==> config.mk <==
export PLATFORM = sky130hd
export DESIGN_NAME = counter_ctrl_unit
export DESIGN_NICKNAME = d
export VERILOG_FILES = /design/src/rtl/counter_ctrl_unit.sv
export SDC_FILE = /design/constraint.sdc
export NUM_CORES = 1
export LEC_CHECK = 0
export CORE_MARGIN = 2
export CORE_UTILIZATION = 26
export CTS_BUF_LIST = sky130_fd_sc_hd__clkbuf_8
export DETAILED_ROUTE_END_ITERATION = 6
export SYNTH_ARGS = -nofsm -noshare
export SYNTH_HDL_FRONTEND = slang
export SYNTH_SLANG_ARGS = --single-unit
==> constraint.sdc <==
create_clock -name clk -period 4.32 [get_ports clk]
set_input_delay 1.08 -clock clk [delete_from_list [all_inputs] [get_ports clk]]
set_output_delay 1.08 -clock clk [all_outputs]
set_load 0.005 [all_outputs]
==> src/rtl/counter_ctrl_unit.sv <==
// -----------------------------------------------------------------------------
// counter_ctrl_unit
//
// Control FSM and tick scheduler for a 0..MAX_COUNT up/down counter. It takes
// one-cycle button pulses from the debounce/edge-detect stage and drives the
// counter's tick, clear and mode inputs. The counter only advances while the
// FSM is in RUN, at a rate of one tick every TICK_DIV clock cycles.
//
// Optional feature (compile-time macro): AUTO_STOP_EN
//   When defined, the block stops at the counter's terminal value instead of
//   issuing the tick that would make the counter wrap. The terminal value is
//   MAX_COUNT in up mode and 0 in down mode. When the macro is undefined,
//   i_count is accepted but not used.
//
// Parameters:
//   TICK_DIV   clock cycles per counter tick (must be >= 2)
//   MAX_COUNT  counter terminal value in up mode
//   CNT_W      width of i_count
//
// Ports:
//   clk          in   system clock, all state on the rising edge
//   rst          in   asynchronous, active-high reset
//   i_btn_run    in   one-cycle pulse, toggles run/stop
//   i_btn_clear  in   one-cycle pulse, clear request (honoured in STOP only)
//   i_btn_mode   in   one-cycle pulse, toggles direction (honoured in STOP only)
//   i_count      in   current counter value
//   o_tick       out  one-cycle tick pulse to the counter
//   o_clear      out  one-cycle synchronous clear to the counter
//   o_mode       out  count direction: 0 = up, 1 = down
//   o_run        out  high while in RUN
// -----------------------------------------------------------------------------
module counter_ctrl_unit #(
  parameter int TICK_DIV  = 10_000_000,
  parameter int MAX_COUNT = 9999,
  parameter int CNT_W     = 14
) (
  input  logic             clk,
  input  logic             rst,
  input  logic             i_btn_run,
  input  logic             i_btn_clear,
  input  logic             i_btn_mode,
  input  logic [CNT_W-1:0] i_count,
  output logic             o_tick,
  output logic             o_clear,
  output logic             o_mode,
  output logic             o_run
);

  // Prescaler only needs to hold 0..TICK_DIV-1.
  localparam int               PRE_W    = (TICK_DIV > 2) ? $clog2(TICK_DIV) : 1;
  localparam logic [PRE_W-1:0] PRE_LAST = PRE_W'(TICK_DIV - 1);

  // Encoding 2'd3 is unused; the default branch of the next-state logic
  // steers it back to STOP.
  typedef enum logic [1:0] {
    STOP  = 2'd0,
    RUN   = 2'd1,
    CLEAR = 2'd2
  } state_t;

  state_t           state_reg, state_next;
  logic [PRE_W-1:0] pre_reg,   pre_next;
  logic             tick_reg,  tick_next;
  logic             mode_reg,  mode_next;

  logic period_end;
  logic auto_stop;

  // Last cycle of a tick period while running.
  assign period_end = (state_reg == RUN) && (pre_reg == PRE_LAST);

`ifdef AUTO_STOP_EN
  localparam logic [CNT_W-1:0] CNT_MAX = CNT_W'(MAX_COUNT);

  logic at_terminal;

  // The counter's value is compared against the terminal value of the
  // direction currently selected; the tick that would wrap it is replaced
  // by a transition to STOP.
  assign at_terminal = mode_reg ? (i_count == '0) : (i_count == CNT_MAX);
  assign auto_stop   = period_end && at_terminal;
`else
  logic unused_inputs;

  // The counter value plays no role in this build.
  assign unused_inputs = (^i_count) ^ MAX_COUNT[0];
  assign auto_stop     = 1'b0;
`endif

  // ---------------------------------------------------------------------------
  // Next-state, prescaler, tick and mode logic
  // ---------------------------------------------------------------------------
  always_comb begin
    state_next = state_reg;
    pre_next   = '0;        // prescaler rests at zero unless RUN continues
    tick_next  = 1'b0;
    mode_next  = mode_reg;

    case (state_reg)
      STOP: begin
        // Clear wins over run when both pulses arrive together.
        if (i_btn_clear) begin
          state_next = CLEAR;
        end else if (i_btn_run) begin
          state_next = RUN;
        end
        if (i_btn_mode) begin
          mode_next = ~mode_reg;
        end
      end

      RUN: begin
        // Clear and mode pulses are deliberately ignored while running.
        if (auto_stop) begin
          // Auto-stop takes precedence over a coincident run/stop pulse;
          // either way the result is STOP with no tick.
          state_next = STOP;
        end else if (i_btn_run) begin
          // Stopping on the period's last cycle swallows that tick, so a
          // tick is never seen after o_run has dropped.
          state_next = STOP;
        end else if (period_end) begin
          tick_next = 1'b1;
          pre_next  = '0;
        end else begin
          pre_next = pre_reg + 1'b1;
        end
      end

      CLEAR: begin
        // One-cycle state: the clear pulse lasts exactly one clock.
        state_next = STOP;
      end

      default: begin
        state_next = STOP;
      end
    endcase
  end

  // ---------------------------------------------------------------------------
  // State registers
  // ---------------------------------------------------------------------------
  always_ff @(posedge clk or posedge rst) begin
    if (rst) begin
      state_reg <= STOP;
      pre_reg   <= '0;
      tick_reg  <= 1'b0;
      mode_reg  <= 1'b0;
    end else begin
      state_reg <= state_next;
      pre_reg   <= pre_next;
      tick_reg  <= tick_next;
      mode_reg  <= mode_next;
    end
  end

  // All outputs come straight from registers or a decode of the state
  // register, so the counter sees glitch-free controls.
  assign o_tick  = tick_reg;
  assign o_clear = (state_reg == CLEAR);
  assign o_mode  = mode_reg;
  assign o_run   = (state_reg == RUN);

endmodule

==> qor.yml, run 1 <==
outcome: "finished clean"
final_cells: 222
grt_pass1_wl_mm: 4.864
cts_sinks: 28
final_net_count: 171
grt_pass1_vias: 1037
vias: 1092
core-area_um2: 5439
path_buf_inv: 1
initial_core_util_pct: 26.69
syn-mean-instance-area_um2: 10.08
hold_buffers: 0
fin_crit_sh_pct: 58.45
clk_latency_ps: 280
tns_ps: 0
crit_type: "in2reg"
num_io_pins: 23
num_antenna_cells: 0
place_inst: 218
register_area_um2: 700.7
worst_pin_slew_ps: 1079
fillerInstances: 567
path_clk_slew_ps: 100
cp.arrival_ps: 2720
wl_per_cell_um: 12.60
die_area_um2: 6196
synth_common_cells: "dfrtp_1, nor2_1, a21oi_1"
cts_resized: 0
maxSlewViolCount: 0
worst_path_max_delay_cell: "a41o_1"
hpwl_mm: 1.881
cts_htree_levels: 1
p_leak_uw: 0.0006281
die_y_um: 78.72
placementRows: 27
end_kind: "register"
rsz0062_at_grt: "no"
netlist_top_cells_area: "dfrtp_1, xor2_1, nor2_1, a21oi_1, o31ai_1"
yosysWarnings: 0
max_freq_ghz: 0.3960
syn_area_um2: 1451
cts.path.max_buffers: 2
synth_top_flop_cell: "dfrtp_1"
finalSetupViolCount: 0
placed_area_um2: 1573
multi_input_area_um2: 686.9
ant_nets: 0
design_area_um2: 1644
max_stage_delay_ps: 510
power_uw: 525.6
overflow: 0
critPathMaxFanout: 22
final.min_clock_period_ps: 2525
first_pass_iters: 4
grtUsageTotal_pct: 9.781
synth_cell_types: 33
synthCells: 144
cts_inserted_buffers: 3
fin_skew_ps: 7.485
gp_congestion: 0.7154
drc: 0
vdd.ir_drop.worst_mv: 0.2261
finish.utilization_pct: 30.23
cpLargestDelayFamily: "compound AO/OA/AOI/OAI gates"
hp-class: "reg2reg"
largest_reg_flops: 24
relSlewSlack_pct: 28.00
die_w_um: 78.72
synth.top_cell.area_share_pct: 48.28
synth_largest_area_cell: "dfrtp_1"
cap_viol_max_count: 0
synthArstFlopShare_pct: 100.0
drt_iter0_drc: 61
yosysMostFrequentCell: "dfrtp_1"
cts_tree: "yes"
drive_above_1_share_pct: 8.667
wl_mm: 2.798
syn_nets: 164
ys_ff_latch: 28
grt_max_degree: 29
io_buffers: 8
syn_to_final_growth_pct: 13.28
yosysSeqAreaShare_pct: 48.28
cts_root_buffer: "clkbuf_8"
avgViaCountPerCell: 4.919
worstPathRequired_ps: 4520
hold_viol_final: 0
power_density_nw_per_um2: 319.7
grt_antenna_before_repair: 0
post-cts-setup-buffers: 0
startpoint_type: "input port"
synth_edf_count: 0
crit_path_cell_trace: "clkdlybuf4s50_1, nand2b_1, or2_2, a41o_1, a21oi_1"
-- layout by cell type, fill, tap and decap left out, types with 2 or more instances in the layout --
cell	n
nor2_1	15
o31ai_1	7
nand3_1	6
nor4b_1	2
o21ai_0	4
clkdlybuf4s50_1	8
or4_1	6
nand4_1	7
inv_1	4
and4_1	4
a21oi_1	11
nor2b_1	2
xor2_1	10
xnor2_1	2
or3_1	4
clkbuf_8	3
dfrtp_1	28
nand2_1	8
and3_1	4
-- metrics by stage --
stage          hold slack (ps)  setup WS, ps
6_report                 477.2          1795
5_1_grt                  510.4          1662
4_1_cts                  483.4          1774
3_5_place_dp             464.1          1478
3_3_place_gp             460.5          1507
2_1_floorplan            447.9          2234
-- worst register-to-register path, cell delays in order, from the launching register on --
cell,delay [ps]
dfrtp_1,410
ha_1,220
and4_1,380
and3_2,250
a41o_1,730
nor2_1,120
-- cells by family (layout without fill, tap and decap cells) --
| logic type | Yosys count | count (layout) | share of synthesized area, % |
|---|---|---|---|
| adders and majority gates | 1 | 1 | 0.8619 |
| DFF | 28 | 28 | 48.28 |
| and+or+nand+nor | 69 | 69 | 29.14 |
| xor gates and xnor gates | 12 | 12 | 7.241 |
| buffers and inverters | 10 | 16 | 4.396 |
| AOI/OAI and AO/OA | 24 | 24 | 10.09 |
-- path summary, 6_finish.rpt --
kind	cells past startpoint	slack (ps)	from	end
setup / recovery	5	1790	i_btn_run	pre_reg[16]$_DFF_PP0_
hold / removal	1	480	o_mode$_DFFE_PP0P_	o_mode$_DFFE_PP0P_
setup reg to reg	5	2070	pre_reg[0]$_DFF_PP0_	pre_reg[3]$_DFF_PP0_
hold reg to reg	1	480	o_mode$_DFFE_PP0P_	o_mode$_DFFE_PP0P_
max in group asynchronous	2	2300	rst	pre_reg[7]$_DFF_PP0_
min in group asynchronous	2	1370	rst	pre_reg[13]$_DFF_PP0_
-- area by class of cell --
cell class	instances	area share, %
sequential	28	42.62
timing repair buffer	8	4.871
clock inverter	1	1.826
inverter	4	0.9132
tap	72	5.479
multi-input combinational	106	41.78
clock buffer	3	2.511
-- per-layer routing --
layer  wire length (um)  vias up  track usage [%]
met4                  4        0            1.053
met1               1422      541            13.19
met2               1288        9            16.15
met3                 81        3            2.841
met5                  0        -                0
li1                   -      539                -
-- power by group --
| part | switching, uW | leakage (uW) | internal, uW |
|---|---|---|---|
| Clock | 85.5 | 0.0000357 | 124 |
| Combinational | 17.6 | 0.000206 | 22.4 |
| Sequential | 6.32 | 0.000387 | 270 |
Note: power is estimated with default switching activity, not from simulation.
==> inputs of run 2 (changes only) <==
- clock period: 4.32 -> 2.15 ns (I/O delays scaled with it)
==> run 2 against run 1 <==
Against the previous run: worst setup slack worse by 1500 ps; first-iteration DRC count increased by 15%; cell area grew 1.3%; sequential power up 100%; sequential cell count is the same.
==> qor.yml, run 2 (synthesis gave the netlist of run 1 again) <==
wl_mm: 2.811  # was 2.798 mm
final.min_clock_period_ps: 1890
power_density_nw_per_um2: 580.2  # was 319.7 nW/um^2
gp_congestion: 0.7174  # was 0.7154
grt_max_degree: 29  # unchanged
placementRows: 27  # unchanged
fin_crit_sh_pct: 87.90
max_stage_delay_ps: 510  # about the same
final_common_cell: "dfrtp_1"  # unchanged
cts_sinks: 28  # unchanged
critPathMaxFanout: 5  # was 22
cap_viol_max_count: 0  # unchanged
maxSlewViolCount: 0  # unchanged
cp.arrival_ps: 1350  # was 2720 ps
cts_tree: "yes"  # unchanged
grt_pass1_wl_mm: 5.043  # was 4.864 mm
outcome: "finished clean"  # unchanged
grt_antenna_before_repair: 0  # unchanged
avgViaCountPerCell: 4.767  # was 4.919
tns_ps: 0  # unchanged
startpoint_type: "register"  # was input port
cts_inserted_buffers: 3  # unchanged
first_pass_iters: 4  # unchanged
initial_core_util_pct: 26.69  # unchanged
fillerInstances: 569  # was 567
syn_to_final_growth_pct: 14.74  # was 13.28%
grt_pass1_vias: 1102  # was 1037
crit_type: "reg2out"  # was in2reg
vias: 1082  # was 1092
num_antenna_cells: 0  # unchanged
core-area_um2: 5439  # unchanged
final_net_count: 176  # was 171
relSlewSlack_pct: 72.28  # was 28.00%
worst_pin_slew_ps: 410.0  # was 1079 ps
crit_path_cell_trace: "nor2b_1, clkdlybuf4s50_1"  # was clkdlybuf4s50_1, nand2b_1, or2_2, a41o_1, a21oi_1
ant_nets: 0  # unchanged
drive_above_1_share_pct: 11.61  # was 8.667%
wl_per_cell_um: 12.38  # was 12.60 um
hpwl_mm: 1.919  # was 1.881 mm
cts_htree_levels: 1  # unchanged
hold_buffers: 0  # unchanged
worstPathRequired_ps: 1610  # was 4520 ps
post-cts-setup-buffers: 0  # unchanged
max_freq_ghz: 0.5291
hold_ws_ps: 474.6  # was 477.2 ps
multi_input_area_um2: 686.9  # unchanged
final_cell_mix: "dfrtp_1, nor2_1, a21oi_1"  # unchanged
die_w_um: 78.72  # unchanged
worst_path_max_delay_cell: "clkdlybuf4s50_1"  # was a41o_1
die_area_um2: 6196  # unchanged
die_y_um: 78.72  # unchanged
largest_reg_flops: 24  # unchanged
io_buffers: 8  # unchanged
drc: 0  # unchanged
drt_iter0_drc: 70  # was 61
clk_latency_ps: 280  # about the same
rsz0062_at_grt: "no"  # unchanged
cts_resized: 0  # unchanged
grtUsageTotal_pct: 10.19  # was 9.781%
cts_root_buffer: "clkbuf_8"  # unchanged
hp-class: "reg2reg"  # unchanged
fin_skew_ps: 8.028  # was 7.485 ps
finalSetupViolCount: 0  # unchanged
overflow: 0  # unchanged
finish.utilization_pct: 30.62  # was 30.23%
hold_viol_final: 0  # unchanged
cts.path.max_buffers: 2  # unchanged
vdd.ir_drop.worst_mv: 0.2626  # was 0.2261 mV
num_io_pins: 23  # unchanged
path_clk_slew_ps: 90  # was 100 ps
end_kind: "primary output"  # was register
register_area_um2: 700.7  # unchanged
p_leak_uw: 0.0006454  # was 0.0006281 uW
## run 2: area by class of cell
class                   instances  area share [%]
clock buffers                   4           3.306
inverters                       4          0.9016
multi-input cells             106           41.25
flip-flops and latches         28           42.07
well taps                      72           5.409
repair buffers                 13           7.062
## run 2: final timing paths
path | end | from | cells after the start | slack (ps)
worst max-delay path | o_clear | state_reg[1]$_DFFE_PP0P_ | 2 | 260
worst min-delay path | o_mode$_DFFE_PP0P_ | o_mode$_DFFE_PP0P_ | 1 | 470
min in group asynchronous | pre_reg[21]$_DFF_PP0_ | rst | 3 | 620
max in group asynchronous | pre_reg[5]$_DFF_PP0_ | rst | 3 | 1240
worst max register to register | pre_reg[22]$_DFF_PP0_ | pre_reg[0]$_DFF_PP0_ | 5 | 330
worst min register to register | o_mode$_DFFE_PP0P_ | o_mode$_DFFE_PP0P_ | 1 | 470
## run 2: per-stage QoR
| step | power, uW | setup slack (ps) | instances | area [um^2] |
|---|---|---|---|---|
| finish | 966.2 | 260.1 | 227 | 1665 |
| global route | 1020 | 183.7 | 227 | 1665 |
| CTS | 984.6 | 245.3 | 227 | 1665 |
| detailed placement | 652.0 | 65.38 | 223 | 1610 |
| global placement | 650.8 | 106.2 | 223 | 1610 |
| floorplan | 602.7 | 435.8 | 144 | 1451 |
## run 2: metal layers
metal	share of wire, %	global-route usage, %	up-vias
met5	0	0	-
met4	0.28	1.579	0
met3	2.1	2.386	2
met2	45	16.84	8
met1	52	13.88	523
li1	-	-	549
## run 2: worst max-delay path, delay by kind of cell (launching register included)
kind | cells | cell delay, ps
buf+inv | 1 | 510
flops | 1 | 410
simple gates | 1 | 160
## run 2: where the power goes
part           switching, uW  total (uW)  internal, uW
clock                    163         327           164
sequential              12.4         554           542
combinational           36.0        84.9          48.9
total                    212         966           754
==> inputs of run 3 (changes only) <==
- clock period: 2.15 -> 1.9 ns (I/O delays scaled with it)
==> run 3 against run 2 <==
Against the previous run: worst hold slack gained 2.6 ps; largest cell class unchanged; register-to-register slack got worse by 220 ps; sequential share of layout area is 1.7 points lower; count of clock-buffer cells in the layout shrank 1; critical path type unchanged; worst setup slack worse by 190 ps.
==> qor.yml, run 3 (synthesis gave the netlist of run 1 again) <==
outcome: "finished clean"  # unchanged
cts_inserted_buffers: 3  # unchanged
critPathMaxFanout: 5  # unchanged
cp.arrival_ps: 1350  # about the same
grt_pass1_vias: 1067  # was 1102
first_pass_iters: 4  # unchanged
cap_viol_max_count: 0  # unchanged
multi_input_area_um2: 688.2  # was 686.9 um^2
cts.path.max_buffers: 2  # unchanged
placed_area_um2: 1663  # was 1610 um^2
hp-class: "reg2reg"  # unchanged
wl_per_cell_um: 11.72  # was 12.38 um
end_kind: "primary output"  # unchanged
startpoint_type: "register"  # unchanged
cts_htree_levels: 1  # unchanged
initial_core_util_pct: 26.69  # unchanged
path_clk_slew_ps: 100  # was 90 ps
grt_pass1_wl_mm: 4.954  # was 5.043 mm
grt_antenna_before_repair: 0  # unchanged
wl_mm: 2.742  # was 2.811 mm
maxSlewViolCount: 0  # unchanged
p_leak_uw: 0.0006857  # was 0.0006454 uW
finish.utilization_pct: 31.91  # was 30.62%
design_area_um2: 1735  # was 1665 um^2
io_buffers: 8  # unchanged
power_uw: 1200  # was 966.2 uW
largest_reg_flops: 24  # unchanged
final_cell_mix: "dfrtp_1, nor2_1, buf_4"  # was dfrtp_1, nor2_1, a21oi_1
num_io_pins: 23  # unchanged
worst_pin_slew_ps: 458.9  # was 410.0 ps
hold_viol_final: 0  # unchanged
max_freq_ghz: 0.5477
num_antenna_cells: 0  # unchanged
relSlewSlack_pct: 68.98  # was 72.28%
drive_above_1_share_pct: 16.05  # was 11.61%
die_w_um: 78.72  # unchanged
placementRows: 27  # unchanged
gp_congestion: 0.7262  # was 0.7174
fin_crit_sh_pct: 96.10
cts_tree: "yes"  # unchanged
power_density_nw_per_um2: 691.4  # was 580.2 nW/um^2
layout_setup_ws_ps: 74.07  # was 260.1 ps
crit_type: "reg2out"  # unchanged
syn_to_final_growth_pct: 19.57  # was 14.74%
ant_nets: 0  # unchanged
post-place-ws_ps: -58.36  # was 65.38 ps
drt_iter0_drc: 95  # was 70
die_area_um2: 6196  # unchanged
grt_max_degree: 29  # unchanged
vdd.ir_drop.worst_mv: 0.2989  # was 0.2626 mV
core-area_um2: 5439  # unchanged
hpwl_mm: 1.948  # was 1.919 mm
die_y_um: 78.72  # unchanged
grtUsageTotal_pct: 9.650  # was 10.19%
final.min_clock_period_ps: 1826
cts_root_buffer: "clkbuf_8"  # unchanged
finalSetupViolCount: 0  # unchanged
vias: 1108  # was 1082
rsz0062_at_grt: "yes"  # was no
final_common_cell: "dfrtp_1"  # unchanged
clk_latency_ps: 280  # about the same
worstPathRequired_ps: 1420  # was 1610 ps
fillerInstances: 555  # was 569
avgViaCountPerCell: 4.735  # was 4.767
fin_skew_ps: 2.781  # was 8.028 ps
drc: 0  # unchanged
cts_sinks: 28  # unchanged
register_area_um2: 700.7  # unchanged
post-cts-setup-buffers: 0  # unchanged
final_net_count: 183  # was 176
overflow: 0  # unchanged
==> run 3: stage by stage <==
step / setup TNS (ps) / hold WS [ps] / instances
2_1_floorplan: 0 / 447.9 / 144
5_1_grt: -10.48 / 519.2 / 234
3_5_place_dp: -781.8 / 473.5 / 230
6_report: 0 / 477.2 / 234
3_3_place_gp: -784.9 / 458.9 / 230
4_1_cts: 0 / 488.4 / 234
==> run 3: what timing repair did <==
action,4_1_cts,5_1_grt
hold buffers,0,0
endpoints found under the setup margin,0,6
resized for setup,0,1
==> run 3: power breakdown <==
| group | switching, uW | internal, uW |
|---|---|---|
| Clock | 190 | 282 |
| Combinational | 40.8 | 60.0 |
| Sequential | 14.4 | 613 |
==> run 3: cell type report <==
| type | count | area share [%] |
|---|---|---|
| multi-input combinational | 106 | 39.65 |
| timing repair buffer | 20 | 9.805 |
| sequential | 28 | 40.38 |
| inverter | 4 | 0.8652 |
| tap | 72 | 5.191 |
| clock buffer | 3 | 2.379 |
| clock inverter | 1 | 1.730 |
==> run 3: final timing paths <==
kind	start	to	slack, ps	cells past startpoint
min in group asynchronous	rst	pre_reg[23]$_DFF_PP0_	550	3
max in group asynchronous	rst	pre_reg[14]$_DFF_PP0_	1080	3
worst max register to register	pre_reg[0]$_DFF_PP0_	pre_reg[22]$_DFF_PP0_	110	5
worst min register to register	o_mode$_DFFE_PP0P_	o_mode$_DFFE_PP0P_	480	1
worst min-delay path	o_mode$_DFFE_PP0P_	o_mode$_DFFE_PP0P_	480	1
worst max-delay path	state_reg[1]$_DFFE_PP0P_	o_clear	70	2
==> run 3: worst max-delay path, cell delays in order, from the launching register on <==
cell	delay, ps
dfrtp_1	420
nor2b_1	150
clkdlybuf4s50_1	510
==> run 3: per-layer routing <==
metal | share of wire, % | track usage, % | vias up
met5 | 0 | 0 | -
met4 | 0 | 0.5263 | 0
met3 | 3.0 | 2.386 | 0
met2 | 45 | 14.02 | 9
met1 | 52 | 15.10 | 536
li1 | - | - | 563
